`src/rtl/pipeline_skid_register_pkg.sv`:
```
// Shared parameters for the skid stage: word width and state/occupancy encodings.
// Stall/hazard logic elsewhere decodes count using the ST_* values.
package pipeline_skid_register_pkg;

    localparam int WORD_SIZE = 32;

    localparam logic [1:0] ST_EMPTY = 2'd0;
    localparam logic [1:0] ST_ONE   = 2'd1;
    localparam logic [1:0] ST_FULL  = 2'd2;

    typedef enum logic [1:0] {
        EMPTY = ST_EMPTY,
        ONE   = ST_ONE,
        FULL  = ST_FULL
    } skid_state_t;

endpackage

```
`src/rtl/pipeline_skid_register_pipe_data_reg.sv`:
```
// Word register with load enable and synchronous clear; clear beats load.
// Latency 1 cycle; no handshake of its own, the owner decides when to load.
module pipe_data_reg #(
    parameter int W = pipeline_skid_register_pkg::WORD_SIZE
) (
    input  logic         clk,
    input  logic         rst_n,
    input  logic         clr,
    input  logic         ld,
    input  logic [W-1:0] d,
    output logic [W-1:0] q
);

    logic [W-1:0] data_q;
    logic [W-1:0] data_d;

    always_comb begin
        data_d = data_q;
        if (clr) begin
            data_d = '0;
        end else if (ld) begin
            data_d = d;
        end
    end

    always_ff @(posedge clk or negedge rst_n) begin
        if (!rst_n) begin
            data_q <= '0;
        end else begin
            data_q <= data_d;
        end
    end

    assign q = data_q;

endmodule

```
`src/rtl/pipeline_skid_register.sv`:
```
// Two-slot elastic stage (main + skid) with a registered in_ready and a synchronous flush.
// Latency 1 cycle; a stall parks at most one extra word in skid, so in_ready never waits on out_ready.
module pipeline_skid_register #(
    parameter int WORD_SIZE = pipeline_skid_register_pkg::WORD_SIZE
) (
    input  logic                 clk,
    input  logic                 reset,
    input  logic                 flush,
    input  logic                 in_valid,
    input  logic [WORD_SIZE-1:0] in_data,
    output logic                 in_ready,
    output logic                 out_valid,
    output logic [WORD_SIZE-1:0] out_data,
    input  logic                 out_ready,
    output logic [1:0]           count
);

    import pipeline_skid_register_pkg::*;

    skid_state_t          state_q;
    skid_state_t          state_d;
    logic                 in_fire;
    logic                 out_fire;
    logic                 ld_main;
    logic                 ld_skid;
    logic [WORD_SIZE-1:0] main_d;
    logic [WORD_SIZE-1:0] main_q;
    logic [WORD_SIZE-1:0] skid_q;

    assign in_ready  = (state_q != FULL);
    assign out_valid = (state_q != EMPTY);
    assign in_fire   = in_valid & in_ready;
    assign out_fire  = out_valid & out_ready;

    always_comb begin
        state_d = state_q;
        ld_main = 1'b0;
        ld_skid = 1'b0;
        main_d  = in_data;
        unique case (state_q)
            EMPTY: begin
                if (in_fire) begin
                    state_d = ONE;
                    ld_main = 1'b1;
                end
            end
            ONE: begin
                if (in_fire && !out_fire) begin
                    state_d = FULL;
                    ld_skid = 1'b1;
                end else if (in_fire && out_fire) begin
                    ld_main = 1'b1;
                end else if (out_fire) begin
                    state_d = EMPTY;
                end
            end
            FULL: begin
                if (out_fire) begin
                    state_d = ONE;
                    ld_main = 1'b1;
                    main_d  = skid_q;
                end
            end
            default: state_d = EMPTY;
        endcase
        // Flush kills any same-cycle transfer; the data regs clear on their own clr.
        if (flush) begin
            state_d = EMPTY;
        end
    end

    always_ff @(posedge clk or negedge reset) begin
        if (!reset) begin
            state_q <= EMPTY;
        end else begin
            state_q <= state_d;
        end
    end

    pipe_data_reg #(.W(WORD_SIZE)) u_main (
        .clk   (clk),
        .rst_n (reset),
        .clr   (flush),
        .ld    (ld_main),
        .d     (main_d),
        .q     (main_q)
    );

    pipe_data_reg #(.W(WORD_SIZE)) u_skid (
        .clk   (clk),
        .rst_n (reset),
        .clr   (flush),
        .ld    (ld_skid),
        .d     (in_data),
        .q     (skid_q)
    );

    assign out_data = main_q;
    assign count    = state_q;

endmodule
```
`config.mk`:
```
export PLATFORM = sky130hd
export DESIGN_NAME = pipeline_skid_register
export DESIGN_NICKNAME = d
export VERILOG_FILES = /design/src/rtl/pipeline_skid_register_pkg.sv /design/src/rtl/pipeline_skid_register_pipe_data_reg.sv /design/src/rtl/pipeline_skid_register.sv
export SDC_FILE = /design/constraint.sdc
export NUM_CORES = 1
export LEC_CHECK = 0
export CELL_PAD_IN_SITES_DETAIL_PLACEMENT = 0
export CELL_PAD_IN_SITES_GLOBAL_PLACEMENT = 1
export CORE_AREA = 2 2 84 102
export DETAILED_ROUTE_END_ITERATION = 10
export DIE_AREA = 0 0 86 104
export GPL_ROUTABILITY_DRIVEN = 0
export PLACE_DENSITY_LB_ADDON = 0.1
export SYNTH_ARGS = -nofsm -noshare
export SYNTH_HDL_FRONTEND = slang
export SYNTH_SLANG_ARGS = --single-unit
```
`constraint.sdc`:
```
create_clock -name clk -period 1.8 [get_ports clk]
set_input_delay 0.36 -clock clk [delete_from_list [all_inputs] [get_ports clk]]
set_output_delay 0.36 -clock clk [all_outputs]
set_load 0.02 [all_outputs]
```
==> impl_metrics.env, run 1 <==
export IMPL_rr_worst_depth=6
export IMPL_dieWidth_microns=86
export IMPL_tns_ns=0
export IMPL_clock_skew_ns=0.009810
export IMPL_worst_pin_slew_ns=0.6160
export IMPL_p_leak_uw=0.001782
export IMPL_dr_total_vias=2316
export IMPL_layout_commonest_cell="clkdlybuf4s50_1"
export IMPL_intPower_uw=2582
export IMPL_io_buffer_count=72
export IMPL_numCtsBuffers=9
export IMPL_grt_use_total_pct=17.27
export IMPL_routedWlPerCell_microns=16.73
export IMPL_hold_viol_final=0
export IMPL_fin_crit_ns=1.717
export IMPL_r2r_slack_ns=0.16
export IMPL_p_switching_uw=946.2
export IMPL_path_clk_slew_ns=0.07
export IMPL_p_comb_share_pct=17.9
export IMPL_grt_pass1_wl_mm=12.07
export IMPL_io_pin_count=73
export IMPL_antenna_cells=0
export IMPL_p_seq_share_pct=45.7
export IMPL_drt_wl_total_mm=7.446
export IMPL_drt_first_iter_violations=94
export IMPL_drive_gt1_share_pct=15.14
export IMPL_crit_fanout=6
export IMPL_cts_tree="done"
export IMPL_avgSynthCellArea_sq_um=10.88
export IMPL_netlist_instances=264
export IMPL_met2_usage_pct=25.03
export IMPL_holdCritPathClass="in2async"
export IMPL_die_area_sq_um=8944
export IMPL_ys_seq_elements=66
export IMPL_required_ns=1.44
export IMPL_rsz0062_at_grt="false"
export IMPL_grt_overflow=0
export IMPL_drc=0
export IMPL_hold_ws_ns=0.4828
export IMPL_peakVddDrop_mv=0.3513
export IMPL_ys_warn_count=0
export IMPL_drtAntennaViolNets=0
export IMPL_fmax_ghz=0.5824
export IMPL_final_setup_worst_slack_ns=0.08284
export IMPL_clock_path_buffers=2
export IMPL_grt_start_max_net_pins=51
export IMPL_r2r_end="u_main.q[13]"
export IMPL_core_sq_um=7973
export IMPL_htreeDepth=3
export IMPL_fin_crit_sh_pct=95.40
export IMPL_yosysSeqAreaShare_pct=57.49
export IMPL_cts_sinks=66
export IMPL_clk_latency_ns=0.34
export IMPL_dp_hpwl_mm=4.512
export IMPL_outcome="completed"
export IMPL_cts_root_buf="clkbuf_8"
export IMPL_area_growth_synth_to_final_pct=39.68
export IMPL_start_util_pct=36.03
export IMPL_setup_viol=0
export IMPL_antenna_found_initial=0
export IMPL_viasPerCell=5.204
export IMPL_relSlewSlack_pct=58.84
export IMPL_finalMaxSlewViolations=0
export IMPL_final_cell_area_sq_um=4013
export IMPL_critical_path_endpoint_type="output port"
export IMPL_use_met1_pct=24.39
export IMPL_place_ws_ns=-0.3143
export IMPL_p_clk_share_pct=36.4
export IMPL_syn_nets=301
export IMPL_critPathArrivalTime_ns=1.36
export IMPL_start_kind="flop"
export IMPL_final_util_pct=50.33
export IMPL_yosysUniqueCellTypes=23
export IMPL_grt_pass1_vias=2314
export IMPL_grt_util_met3_pct=5.159
export IMPL_nNetsFinal=382
export IMPL_firstDrtPassIters=5
export IMPL_rows=36
export IMPL_worstReg2RegStart="count[1]"
export IMPL_critPathKind="reg2out"
export IMPL_cts_setup_buffers=0
export IMPL_p_per_area_nw_per_um2=879.2
export IMPL_grt_busiest_layer="met2"
export IMPL_synth_area_sq_um=2873
export IMPL_drv_cap=0
export IMPL_post_dp_cell_area_sq_um=3780
export IMPL_final_cell_mix="66 x clkdlybuf4s50_1, 65 x nand2_1, 65 x dfrtp_1"
export IMPL_die_h_microns=104
export IMPL_swShare_pct=26.82
[registers in the layout, summed over array words and instances (netlist names)]
| register | cells |
|---|---|
| u_main.q | 32 |
| count | 2 |
| u_skid.q | 32 |
[cell families after synthesis]
group,share of synthesized area [%]
xor+xnor,0.3049
buf+inv,4.617
compound gates,22.52
simple gates,15.07
flops,57.49
[area by class of cell]
type / count / area [sq um]
fillers: 727 / 3960
inverters: 2 / 7.507
clock inverters: 4 / 50.05
clock buffers: 12 / 155.1
well taps: 95 / 118.9
repair buffers: 91 / 905.9
flip-flops and latches: 66 / 1653
multi-input cells: 175 / 1122
[per-stage QoR]
stage	std cells	power, uW
6_report	445	3528
5_1_grt	445	3708
4_1_cts	444	3577
3_5_place_dp	427	2273
3_3_place_gp	427	2271
2_1_floorplan	264	1935
[critical path, cell delays in order (launching register included)]
cell and delay [ns]:
dfrtp_2 0.44, or2_2 0.30, clkdlybuf4s15_1 0.28
[power groups by stage]
stage	combinational [uW]	sequential, uW	clock [uW]
final	632	1610	1290
after global routing	688	1620	1400
after CTS	635	1610	1330
after detailed placement	634	1640	0
after global placement	631	1640	0
after floorplan	219	1720	0
[worst max-delay path by stage]
stage              start      endpoint  slack, ns  cells past startpoint
2_1_floorplan   count[0]  u_main.q[10]       0.24                      5
3_3_place_gp   out_ready  u_skid.q[28]      -0.25                      4
3_5_place_dp    in_valid   u_skid.q[2]      -0.31                      5
4_1_cts         count[1]  u_skid.q[26]     0.0003                      4
5_1_grt         count[1]     out_valid       0.01                      2
6_report        count[1]     out_valid       0.08                      2
[synthesized netlist by cell type (all sizes together)]
| cell | number | area share [%] |
|---|---|---|
| buf | 16 | 3.6 |
| nor2b | 1 | 0.48 |
| o21a | 1 | 0.26 |
| nand3b | 1 | 0.39 |
| nor2 | 34 | 4.5 |
| o21ai | 1 | 0.57 |
| nand2 | 65 | 8.5 |
| clkbuf | 6 | 0.78 |
| a22o | 32 | 9.8 |
| xnor2 | 1 | 0.30 |
| dfrtp | 66 | 57 |
| a311oi | 32 | 11 |
| a211oi | 1 | 0.26 |
| inv | 2 | 0.26 |
| or2 | 1 | 0.22 |
| a21oi | 1 | 0.17 |
| nand2b | 2 | 0.52 |
| nor3b | 1 | 0.44 |
[per-layer routing]
metal,part of all wire (%),wire (microns)
met5,0,0
met4,1.5,108
met3,5.4,401
met2,44,3244
met1,50,3692
[what timing repair did]
action                     CTS  global route
pin swaps                    1             1
hold buffers                 1             0
cloned                       0             1
resized for setup            3             4
hold endpoints to repair    16             0
setup endpoints to repair    7            34
No activity file was read; power rests on OpenSTA's default activity.
==> inputs of run 2 (changes only) <==
--- a/config.mk
+++ b/config.mk
@@ -7,11 +7,12 @@
 export LEC_CHECK = 0
 export CELL_PAD_IN_SITES_DETAIL_PLACEMENT = 0
 export CELL_PAD_IN_SITES_GLOBAL_PLACEMENT = 1
-export CORE_AREA = 2 2 84 102
+export CORE_AREA = 2 2 86 105
 export DETAILED_ROUTE_END_ITERATION = 10
-export DIE_AREA = 0 0 86 104
+export DIE_AREA = 0 0 88 107
 export GPL_ROUTABILITY_DRIVEN = 0
-export PLACE_DENSITY_LB_ADDON = 0.1
+export PLACE_DENSITY = 0.83
 export SYNTH_ARGS = -nofsm -noshare
 export SYNTH_HDL_FRONTEND = slang
+export SYNTH_HIERARCHICAL = 1
 export SYNTH_SLANG_ARGS = --single-unit
==> run 2 against run 1 <==
Clock skew rose by 0.0025 ns. Non-clock buffer count down 7. First-iteration DRC count fell by 20%. Final area is 8.3% higher. Sequential cell count unchanged. Final cell count up 2.5%. Synthesized cell count decreased by 3.0%. Hold slack got worse by 0.46 ns. Routed wire length decreased by 14%.
==> impl_metrics.env, run 2 <==
export IMPL_grt_start_max_net_pins=67
export IMPL_swShare_pct=27.39
export IMPL_yosys_area_top_type="dfrtp_1"
export IMPL_p_comb_share_pct=17.7
export IMPL_cts_tree="done"
export IMPL_final_cell_mix="67 x clkdlybuf4s50_1, 65 x dfrtp_1, 64 x mux2i_1, 64 x nor2_1, 28 x mux2_4"
export IMPL_avgSynthCellArea_sq_um=12.82
export IMPL_firstDrtPassIters=4
export IMPL_start_util_pct=39.15
export IMPL_dp_hpwl_mm=4.343
export IMPL_ys_seq_elements=66
export IMPL_ys_flop_type="dfrtp_1"
export IMPL_final_cell_area_sq_um=4347
export IMPL_syn_nets=293
export IMPL_area_growth_synth_to_final_pct=32.49
export IMPL_critPathKind="reg2out"
export IMPL_synth_area_sq_um=3281
export IMPL_drt_first_iter_violations=75
export IMPL_clk_latency_ns=0.35
export IMPL_fmax_ghz=0.5783
export IMPL_yosysSeqAreaShare_pct=50.34
export IMPL_io_pin_count=73
export IMPL_critPathArrivalTime_ns=1.37
export IMPL_fill_cells=770
export IMPL_holdCritPathClass="in2async"
export IMPL_grt_pass1_vias=2230
export IMPL_viasPerCell=4.564
export IMPL_synth_edf_count=0
export IMPL_die_h_microns=107
export IMPL_cts_sinks=66
export IMPL_dieWidth_microns=88
export IMPL_p_leak_uw=0.002040
export IMPL_numCtsBuffers=9
export IMPL_routedWlPerCell_microns=14.11
export IMPL_worst_pin_slew_ns=0.4333
export IMPL_antenna_cells=0
export IMPL_grt_use_total_pct=14.81
export IMPL_drc=0
export IMPL_netlist_top_cells_count="66 x dfrtp_1, 64 x mux2i_1, 64 x nor2_1"
export IMPL_yosysUniqueCellTypes=19
export IMPL_final_util_pct=51.87
export IMPL_htreeDepth=3
export IMPL_layout_commonest_cell="clkdlybuf4s50_1"
export IMPL_p_seq_share_pct=47.6
export IMPL_holdBufCountCts=0
export IMPL_fin_crit_ns=1.729
export IMPL_drv_cap=0
export IMPL_core_sq_um=8379
export IMPL_crit_slowest_cell="dfrtp_2"
export IMPL_setup_viol=0
export IMPL_critPathMaxStageDelay_ns=0.44
export IMPL_p_per_area_nw_per_um2=766.8
export IMPL_peakVddDrop_mv=0.4313
export IMPL_required_ns=1.44
export IMPL_p_clk_share_pct=34.7
export IMPL_die_area_sq_um=9416
export IMPL_rsz0062_at_grt="false"
export IMPL_ys_warn_count=6
export IMPL_intPower_uw=2420
export IMPL_outcome="completed"
export IMPL_antenna_found_initial=0
export IMPL_clock_skew_ns=0.01234
export IMPL_grt_pass1_wl_mm=10.72
export IMPL_post_synth_top_count_cell="dfrtp_1"
export IMPL_path_clk_slew_ns=0.07
export IMPL_crit_chain="or2_2 -> dlygate4sd2_1"
export IMPL_nNetsFinal=371
export IMPL_synth_async_reset_ratio_pct=100.0
export IMPL_rows=37
export IMPL_drtAntennaViolNets=0
export IMPL_synth_top_area_share_pct=50.34
export IMPL_hold_viol_final=0
export IMPL_fin_crit_sh_pct=96.07
export IMPL_synth_area_leaders="dfrtp_1 50%, mux2i_1 20%, mux2_4 13%, nor2_1 7.3%, buf_12 3.7%"
export IMPL_post_dp_cell_area_sq_um=4164
export IMPL_netlist_instances=256
export IMPL_cts_root_buf="clkbuf_8"
export IMPL_crit_fanout=5
export IMPL_finalMaxSlewViolations=0
export IMPL_io_buffer_count=72
export IMPL_drive_gt1_share_pct=20.06
export IMPL_p_switching_uw=912.9
export IMPL_critical_path_endpoint_type="output port"
export IMPL_drt_wl_total_mm=6.434
export IMPL_clock_path_buffers=2
export IMPL_grt_overflow=0
export IMPL_relSlewSlack_pct=71.11
export IMPL_tns_ns=0
export IMPL_dr_total_vias=2081
export IMPL_start_kind="flop"
-- run 2: cell count changes in the layout (fill, tap and decap cells not counted), sizes merged, moves of 6 or more --
| cell | before | now |
|---|---|---|
| mux2 | 0 | 32 |
| nand2 | 65 | 3 |
| buf | 20 | 14 |
| a311oi | 32 | 0 |
| nor2 | 34 | 64 |
| mux2i | 0 | 64 |
| a22o | 32 | 0 |
-- run 2: final cells by class --
cell class	instances	area, sq um	share of cell area (%)
sequential	66	1653	38.03
clock inverter	6	47.55	1.094
multi-input combinational	172	1436	33.05
inverter	1	3.754	0.08636
tap	117	146.4	3.368
clock buffer	10	137.6	3.166
timing repair buffer	84	922.1	21.21
-- run 2: power groups by stage --
stage / clock network, uW / registers (uW) / logic, uW
global route: 1270 / 1590 / 639
global placement: 0 / 1610 / 595
finish: 1160 / 1590 / 591
CTS: 1200 / 1590 / 602
floorplan: 0 / 1670 / 269
detailed placement: 0 / 1610 / 603
-- run 2: worst paths after layout --
path,cells after the start,start,end,slack [ns]
setup / recovery,2,count[0],out_valid,0.07
hold / removal,2,reset,u_skid/q[20],0.02
setup reg to reg,6,count[1],u_main/q[2],0.29
hold reg to reg,2,u_main/q[7],u_main/q[7],0.52
max in group asynchronous,2,reset,u_main/q[8],1.48
min in group clk,2,flush,u_main/q[23],0.44
-- run 2: cell families (layout without fill, tap and decap cells) --
kind of cell           after synthesis  count (layout)  synth area share [%]
multiplexers                        96              96                 33.71
AND/OR/NAND/NOR                     74              74                 9.420
flip-flops                          66              66                 50.34
buffers and inverters               18             101                 6.178
AO/OA/AOI/OAI                        2               2                0.3432
-- run 2: critical path: cells and delay by family (launching register included) --
family        cells  cell delay, ns
flops             1            0.44
simple gates      1            0.27
buf+inv           1            0.32
-- run 2: what timing repair did --
| item | 4_1_cts | 5_1_grt |
|---|---|---|
| gates cloned | 0 | 0 |
| setup endpoints to repair | 3 | 1 |
| buffers inserted | 0 | 0 |
| resized for setup | 3 | 1 |
-- run 2: through the flow --
| stage | setup slack (ns) | hold slack [ns] | cells | power (uW) |
|---|---|---|---|---|
| final | 0.07082 | 0.02448 | 456 | 3333 |
| after global routing | 0.009512 | 0.03368 | 456 | 3507 |
| after CTS | 0.04237 | 0.03514 | 456 | 3385 |
| after detailed placement | -0.1421 | 0.4087 | 440 | 2217 |
| after global placement | -0.08273 | 0.4090 | 440 | 2209 |
| after floorplan | 0.1729 | 0.06441 | 256 | 1939 |
-- run 2: routing by layer --
metal	GRT usage, %	vias to the layer above	wire (microns)
met1	19.10	1006	2905
met4	4.945	0	94
met2	23.54	47	3119
met5	0	-	0
met3	4.542	10	315
li1	-	1018	-
